==> config.mk <==
export PLATFORM = sky130hd
export DESIGN_NAME = cart_mbc1_responder
export DESIGN_NICKNAME = d
export VERILOG_FILES = /design/src/rtl/cart_mbc1_responder.sv
export SDC_FILE = /design/constraint.sdc
export NUM_CORES = 1
export LEC_CHECK = 0
export CORE_MARGIN = 1
export CORE_UTILIZATION = 30
export DETAILED_ROUTE_END_ITERATION = 16
export HOLD_SLACK_MARGIN = 0.15
export PLACE_DENSITY = 0.51
export SLEW_MARGIN = 20
export SYNTH_ARGS = -nofsm -noshare
export SYNTH_HDL_FRONTEND = slang
export SYNTH_SLANG_ARGS = --single-unit
==> constraint.sdc <==
create_clock -name clk2 -period 3.5 [get_ports clk2]
set_clock_uncertainty 0.05 [all_clocks]
set_input_delay 0.7 -clock clk2 [delete_from_list [all_inputs] [get_ports clk2]]
set_output_delay 0.7 -clock clk2 [all_outputs]
set_load 0.02 [all_outputs]
==> src/rtl/cart_mbc1_responder.sv <==
// Cartridge-side MBC1-style responder for the external memory bus.
// Synchronizes the host bus, commits control-register and RAM writes on the
// /WR rising edge, and serves ROM/RAM reads by driving D back to the host.
module cart_mbc1_responder #(
    parameter int ROM_BANK_BITS = 7,
    parameter int RAM_BANK_BITS = 2,
    parameter int SYNC_STAGES   = 2
) (
    input  logic                       clk2,
    input  logic                       n_reset2,
    input  logic [15:0]                ext_a,
    input  logic [7:0]                 ext_d_in,
    output logic [7:0]                 ext_d_out,
    output logic                       ext_d_oe,
    input  logic                       ext_n_wr,
    input  logic                       ext_n_rd,
    input  logic                       ext_n_cs,
    output logic [ROM_BANK_BITS+13:0]  rom_addr,
    output logic                       rom_re,
    input  logic [7:0]                 rom_rdata,
    output logic [RAM_BANK_BITS+12:0]  ram_addr,
    output logic                       ram_re,
    output logic                       ram_we,
    output logic [7:0]                 ram_wdata,
    input  logic [7:0]                 ram_rdata,
    output logic                       ram_enabled
);

    // All bus inputs travel through one packed synchronizer word so every
    // field sees identical delay: {a[15:0], d[7:0], n_wr, n_rd, n_cs}.
    localparam int SW = 27;
    localparam logic [SW-1:0] SYNC_IDLE = {16'h0000, 8'h00, 3'b111};
    localparam int CW = $clog2(SYNC_STAGES + 1);
    localparam logic [CW-1:0] SETTLE_MAX = CW'(SYNC_STAGES);

    typedef enum logic [1:0] {
        ST_IDLE,
        ST_FETCH,
        ST_DRIVE,
        ST_IGNORE
    } rd_state_t;

    logic [SW-1:0] sync_in;
    logic [SW-1:0] sync_out;

    assign sync_in = {ext_a, ext_d_in, ext_n_wr, ext_n_rd, ext_n_cs};

    genvar gi;
    generate
        for (gi = 0; gi < SYNC_STAGES; gi++) begin : g_sync
            logic [SW-1:0] stage_in;
            logic [SW-1:0] stage_reg;
            if (gi == 0) begin : g_first
                assign stage_in = sync_in;
            end else begin : g_next
                assign stage_in = g_sync[gi-1].stage_reg;
            end
            // One synchronizer stage; resets to the idle bus pattern.
            always_ff @(posedge clk2 or negedge n_reset2) begin
                if (!n_reset2) stage_reg <= SYNC_IDLE;
                else           stage_reg <= stage_in;
            end
        end
    endgenerate

    assign sync_out = g_sync[SYNC_STAGES-1].stage_reg;

    logic [15:0] s_a;
    logic [7:0]  s_d;
    logic        s_wr;
    logic        s_rd;
    logic        s_cs;

    assign s_a  = sync_out[26:11];
    assign s_d  = sync_out[10:3];
    assign s_wr = sync_out[2];
    assign s_rd = sync_out[1];
    assign s_cs = sync_out[0];

    // Write-path state
    logic [15:0]   hold_a_reg;
    logic [7:0]    hold_d_reg;
    logic          hold_cs_reg;
    logic          wr_prev_reg;
    logic          wr_armed_reg;
    logic [CW-1:0] settle_cnt_reg;
    logic          settled;
    logic          commit;

    // Banking registers
    logic          ram_en_reg;
    logic [4:0]    rom_bank5_reg;
    logic [1:0]    upper2_reg;
    logic          mode_reg;

    // The synchronizer holds reset-injected idle values for SYNC_STAGES
    // cycles after release; a /WR high seen before then is not real.
    assign settled = (settle_cnt_reg == SETTLE_MAX);

    // A commit needs a genuine high->low->high /WR sequence observed after
    // reset, so a write interrupted by reset can never complete.
    assign commit = wr_armed_reg & ~wr_prev_reg & s_wr;

    // Capture the write cycle while /WR is low and track the /WR edge.
    always_ff @(posedge clk2 or negedge n_reset2) begin
        if (!n_reset2) begin
            hold_a_reg     <= '0;
            hold_d_reg     <= '0;
            hold_cs_reg    <= 1'b1;
            wr_prev_reg    <= 1'b1;
            wr_armed_reg   <= 1'b0;
            settle_cnt_reg <= '0;
        end else begin
            wr_prev_reg <= s_wr;
            if (!settled) settle_cnt_reg <= settle_cnt_reg + CW'(1);
            if (settled && s_wr) wr_armed_reg <= 1'b1;
            if (!s_wr) begin
                hold_a_reg  <= s_a;
                hold_d_reg  <= s_d;
                hold_cs_reg <= s_cs;
            end
        end
    end

    // Commit control-register writes on the /WR rising edge.
    always_ff @(posedge clk2 or negedge n_reset2) begin
        if (!n_reset2) begin
            ram_en_reg    <= 1'b0;
            rom_bank5_reg <= 5'h01;
            upper2_reg    <= 2'b00;
            mode_reg      <= 1'b0;
        end else if (commit) begin
            case (hold_a_reg[15:13])
                3'b000: ram_en_reg <= (hold_d_reg[3:0] == 4'hA);
                3'b001: rom_bank5_reg <= (hold_d_reg[4:0] == 5'h00) ? 5'h01 : hold_d_reg[4:0];
                3'b010: upper2_reg <= hold_d_reg[1:0];
                3'b011: mode_reg <= hold_d_reg[0];
                default: ;
            endcase
        end
    end

    // Address mapping
    logic [6:0] rom_bank_lo;
    logic [6:0] rom_bank_hi;
    logic [6:0] rom_bank_full;
    logic [1:0] ram_bank_full;
    logic       ram_we_c;

    assign rom_bank_lo   = mode_reg ? {upper2_reg, 5'b00000} : 7'd0;
    assign rom_bank_hi   = {upper2_reg, rom_bank5_reg};
    assign rom_bank_full = s_a[14] ? rom_bank_hi : rom_bank_lo;
    assign rom_addr      = {ROM_BANK_BITS'(rom_bank_full), s_a[13:0]};

    assign ram_bank_full = mode_reg ? upper2_reg : 2'b00;
    assign ram_we_c      = commit & (hold_a_reg[15:13] == 3'b101) & ~hold_cs_reg & ram_en_reg;
    assign ram_addr      = {RAM_BANK_BITS'(ram_bank_full),
                            ram_we_c ? hold_a_reg[12:0] : s_a[12:0]};
    assign ram_we        = ram_we_c;
    assign ram_wdata     = hold_d_reg;
    assign ram_enabled   = ram_en_reg;

    // Read FSM
    rd_state_t   state_reg, state_next;
    logic [7:0]  dout_reg, dout_next;
    logic        oe_reg, oe_next;
    logic        fetch_ram_reg, fetch_ram_next;
    logic [15:0] drive_a_reg, drive_a_next;
    logic        rom_re_c;
    logic        ram_re_c;

    // Read FSM state and data-driver registers.
    always_ff @(posedge clk2 or negedge n_reset2) begin
        if (!n_reset2) begin
            state_reg     <= ST_IDLE;
            dout_reg      <= '0;
            oe_reg        <= 1'b0;
            fetch_ram_reg <= 1'b0;
            drive_a_reg   <= '0;
        end else begin
            state_reg     <= state_next;
            dout_reg      <= dout_next;
            oe_reg        <= oe_next;
            fetch_ram_reg <= fetch_ram_next;
            drive_a_reg   <= drive_a_next;
        end
    end

    // Read FSM next-state logic; a concurrent /WR low always wins over /RD.
    always_comb begin
        state_next     = state_reg;
        dout_next      = dout_reg;
        oe_next        = oe_reg;
        fetch_ram_next = fetch_ram_reg;
        drive_a_next   = drive_a_reg;
        rom_re_c       = 1'b0;
        ram_re_c       = 1'b0;
        case (state_reg)
            ST_IDLE: begin
                oe_next = 1'b0;
                if (!s_rd && s_wr) begin
                    drive_a_next = s_a;
                    if (!s_a[15]) begin
                        rom_re_c       = 1'b1;
                        fetch_ram_next = 1'b0;
                        state_next     = ST_FETCH;
                    end else if (s_a[15:13] == 3'b101 && !s_cs && ram_en_reg) begin
                        ram_re_c       = 1'b1;
                        fetch_ram_next = 1'b1;
                        state_next     = ST_FETCH;
                    end else begin
                        state_next = ST_IGNORE;
                    end
                end
            end
            ST_FETCH: begin
                if (!s_wr) begin
                    oe_next    = 1'b0;
                    state_next = ST_IDLE;
                end else begin
                    dout_next  = fetch_ram_reg ? ram_rdata : rom_rdata;
                    oe_next    = 1'b1;
                    state_next = ST_DRIVE;
                end
            end
            ST_DRIVE: begin
                if (s_rd || !s_wr || (s_a != drive_a_reg)) begin
                    oe_next    = 1'b0;
                    state_next = ST_IDLE;
                end
            end
            ST_IGNORE: begin
                oe_next = 1'b0;
                if (s_rd) state_next = ST_IDLE;
            end
            default: begin
                oe_next    = 1'b0;
                state_next = ST_IDLE;
            end
        endcase
    end

    assign rom_re    = rom_re_c;
    assign ram_re    = ram_re_c;
    assign ext_d_out = dout_reg;
    assign ext_d_oe  = oe_reg;

endmodule

==> flow_metrics.env <==
export IMPL_status="complete, but fails checks"
export IMPL_violations="DRC"
export IMPL_wl_met1_um=4020
export IMPL_synth_area_sq_um=4560
export IMPL_synth_common_cells="111 x dfrtp_1, 57 x mux2_2, 16 x nand2_1"
export IMPL_start_util=0.311
export IMPL_wl_met3_um=419
export IMPL_layout_min_cycle_time_ns=3.22
export IMPL_rsz0062_at_grt="no"
export IMPL_dp_cells=575
export IMPL_p_total_mw=4.45
export IMPL_slew_violations=0
export IMPL_synth_area_leaders="dfrtp_1 61%, mux2_2 14%, dfstp_2 5.2%"
export IMPL_hp_class="reg -> reg"
export IMPL_dpl_cell_area_sq_um=5700
export IMPL_h_tree_depth=4
export IMPL_nFillCells=1290
export IMPL_die_h_um=125
export IMPL_yosys_warnings=0
export IMPL_grt_ovfl_total=0
export IMPL_syn_nets=355
export IMPL_fp_coreArea_sq_um=14700
export IMPL_cp_max_fo=34
export IMPL_clock_root_buffer="clkbuf_16"
export IMPL_drc_errors=7
export IMPL_area_growth_syn_to_layout_pct=38.7
export IMPL_grt_pass1_wl_um=14700
export IMPL_clk_pin_slew_ns=0.05
export IMPL_cp_start_kind="flop"
export IMPL_async_flop_share=1.00
export IMPL_synth_cell_types=35
export IMPL_nNetsFinal=457
export IMPL_leakage_nw=2.66
export IMPL_clock_latency_ns=0.41
export IMPL_seq_area_frac_synth=0.660
export IMPL_setup_tns_ns=0
export IMPL_fin_area_sq_um=6330
export IMPL_diodes=0
export IMPL_port_buffers=101
export IMPL_syn_area_per_cell_sq_um=14.8
export IMPL_clk_path_buf_depth=2
export IMPL_crit_path_end_kind="output pin"
export IMPL_cts_repair_resized=0
export IMPL_grtUsageTotal=0.123
export IMPL_vias=2676
export IMPL_yosys_register_bits=120
export IMPL_worstMarginPinSlew_ns=0.589
export IMPL_synth_top_area_frac=0.609
export IMPL_drive_gt1_frac=0.255
export IMPL_crit_type="reg -> out"
export IMPL_wl_um=8810
export IMPL_antenna_found_initial=0
export IMPL_synth_edff_count=0
export IMPL_final_cells=608
export IMPL_grt_max_degree=65
export IMPL_seq_area_sq_um=3010
export IMPL_num_rows=44
export IMPL_multi_input_area_sq_um=1370
export IMPL_post_route_util=0.431
export IMPL_drtIter0Drc=95
export IMPL_cts_buffers=17
export IMPL_routedWlPerCell_um=14.5
export IMPL_worst_slack_ns=0.282
export IMPL_antenna_left=0
export IMPL_fmax_mhz=311
export IMPL_die_w_um=125
export IMPL_firstDrtPassIters=11
export IMPL_largest_reg_flops=54
export IMPL_die_area_sq_um=15700
export IMPL_grt_pass1_vias=2901
export IMPL_viasPerCell=4.40
export IMPL_drv_cap=0
export IMPL_setup_violations=0
export IMPL_fin_crit_sh=0.919
export IMPL_timing_hold_ws_ns=0.294
export IMPL_routed_top_layer="met4"
export IMPL_hold_violations=0
export IMPL_required_ns=2.75
export IMPL_synth_largest_area_cell="dfrtp_1"
export IMPL_cts_tree="yes"
export IMPL_synth_ff_type="dfrtp_1"
export IMPL_synth_cells=309
export IMPL_hpwl_um=6030
export IMPL_vdd_drop_max_uv=353
export IMPL_ios=102
export IMPL_cts_sinks=120
export IMPL_dp_slack_ns=0.697
export IMPL_yosysMostFrequentCell="dfrtp_1"
export IMPL_gp_congestion=0.730
export IMPL_worstPathArrival_ns=2.47
export IMPL_dr_wl_met2_um=4180
export IMPL_relSlewSlack=0.604
export IMPL_p_per_area_nw_per_um2=704
## logic make-up (layout without fill, tap and decap cells)
logic type | after synthesis | in the layout | synth area share
AO/OA/AOI/OAI | 22 | 22 | 0.0277
XOR/XNOR | 17 | 17 | 0.0326
adder cells (fa/ha/maj) | 1 | 1 | 0.00274
buffers and inverters | 30 | 145 | 0.0400
flip-flops | 120 | 120 | 0.660
multiplexers | 69 | 69 | 0.171
AND/OR/NAND/NOR | 50 | 50 | 0.0652
## cell usage in the layout (no fill, tap or decap), drive strengths merged
cell,count
a211oi,1
a21boi,1
a21o,1
a21oi,3
a32oi,1
and2,8
and3,1
and4,1
buf,7
bufinv,4
clkbuf,23
clkdlybuf4s50,100
clkinv,5
dfrtp,111
dfstp,9
dlygate4sd3,1
ha,1
inv,5
mux2,61
mux2i,8
nand2,16
nand2b,1
nand3,3
nand3b,2
nand4,1
nor2,5
nor3b,2
nor4,5
nor4b,1
nor4bb,3
o21a,2
o21ai,13
or4b,1
xnor2,5
xor2,12
## critical path: stages (launching register included)
cell             delay [ns]
dfstp_2                0.56
buf_4                  0.41
and3_1                 0.27
nand2_1                0.08
nor2_1                 0.13
clkdlybuf4s50_1        0.62
## cell type report
type,instances,area share
flip-flops and latches,120,0.476
multi-input cells,159,0.216
repair buffers,108,0.170
well taps,184,0.0364
clock buffers,23,0.0755
inverters,5,0.00297
clock inverters,9,0.0229
## power breakdown
group / switching (mW) / internal (mW) / total [mW]
Clock: 0.576 / 1.24 / 1.82
Combinational: 0.364 / 0.464 / 0.828
Sequential: 0.166 / 1.64 / 1.81
## worst paths after layout
check / startpoint / to / slack (ns) / cells past startpoint
max in group asynchronous: n_reset2 / g_sync[0].stage_reg[2]$_DFF_PN1_ / 1.96 / 3
min in group asynchronous: n_reset2 / ram_wdata[6]$_DFFE_PN0N_ / 0.66 / 2
worst max-delay path: g_sync[1].stage_reg[2]$_DFF_PN1_ / ram_re / 0.28 / 5
worst min register to register: g_sync[0].stage_reg[20]$_DFF_PN0_ / g_sync[1].stage_reg[20]$_DFF_PN0_ / 0.29 / 0
worst max register to register: g_sync[1].stage_reg[2]$_DFF_PN1_ / drive_a_reg[7]$_DFFE_PN0P_ / 1.46 / 4
worst min-delay path: g_sync[0].stage_reg[20]$_DFF_PN0_ / g_sync[1].stage_reg[20]$_DFF_PN0_ / 0.29 / 0
## per-layer routing
layer / vias up / global-route usage
li1: 1261 / -
met2: 68 / 0.188
met1: 1334 / 0.157
met5: - / 0
met3: 13 / 0.0394
met4: 0 / 0.0646
## timing repair
item | CTS | global route
hold buffers | 1 | 0
setup buffers | 0 | 0
hold endpoints to repair | 18 | 0
endpoints found under the setup margin | 0 | 0
No activity file was read; power rests on OpenSTA's default activity.
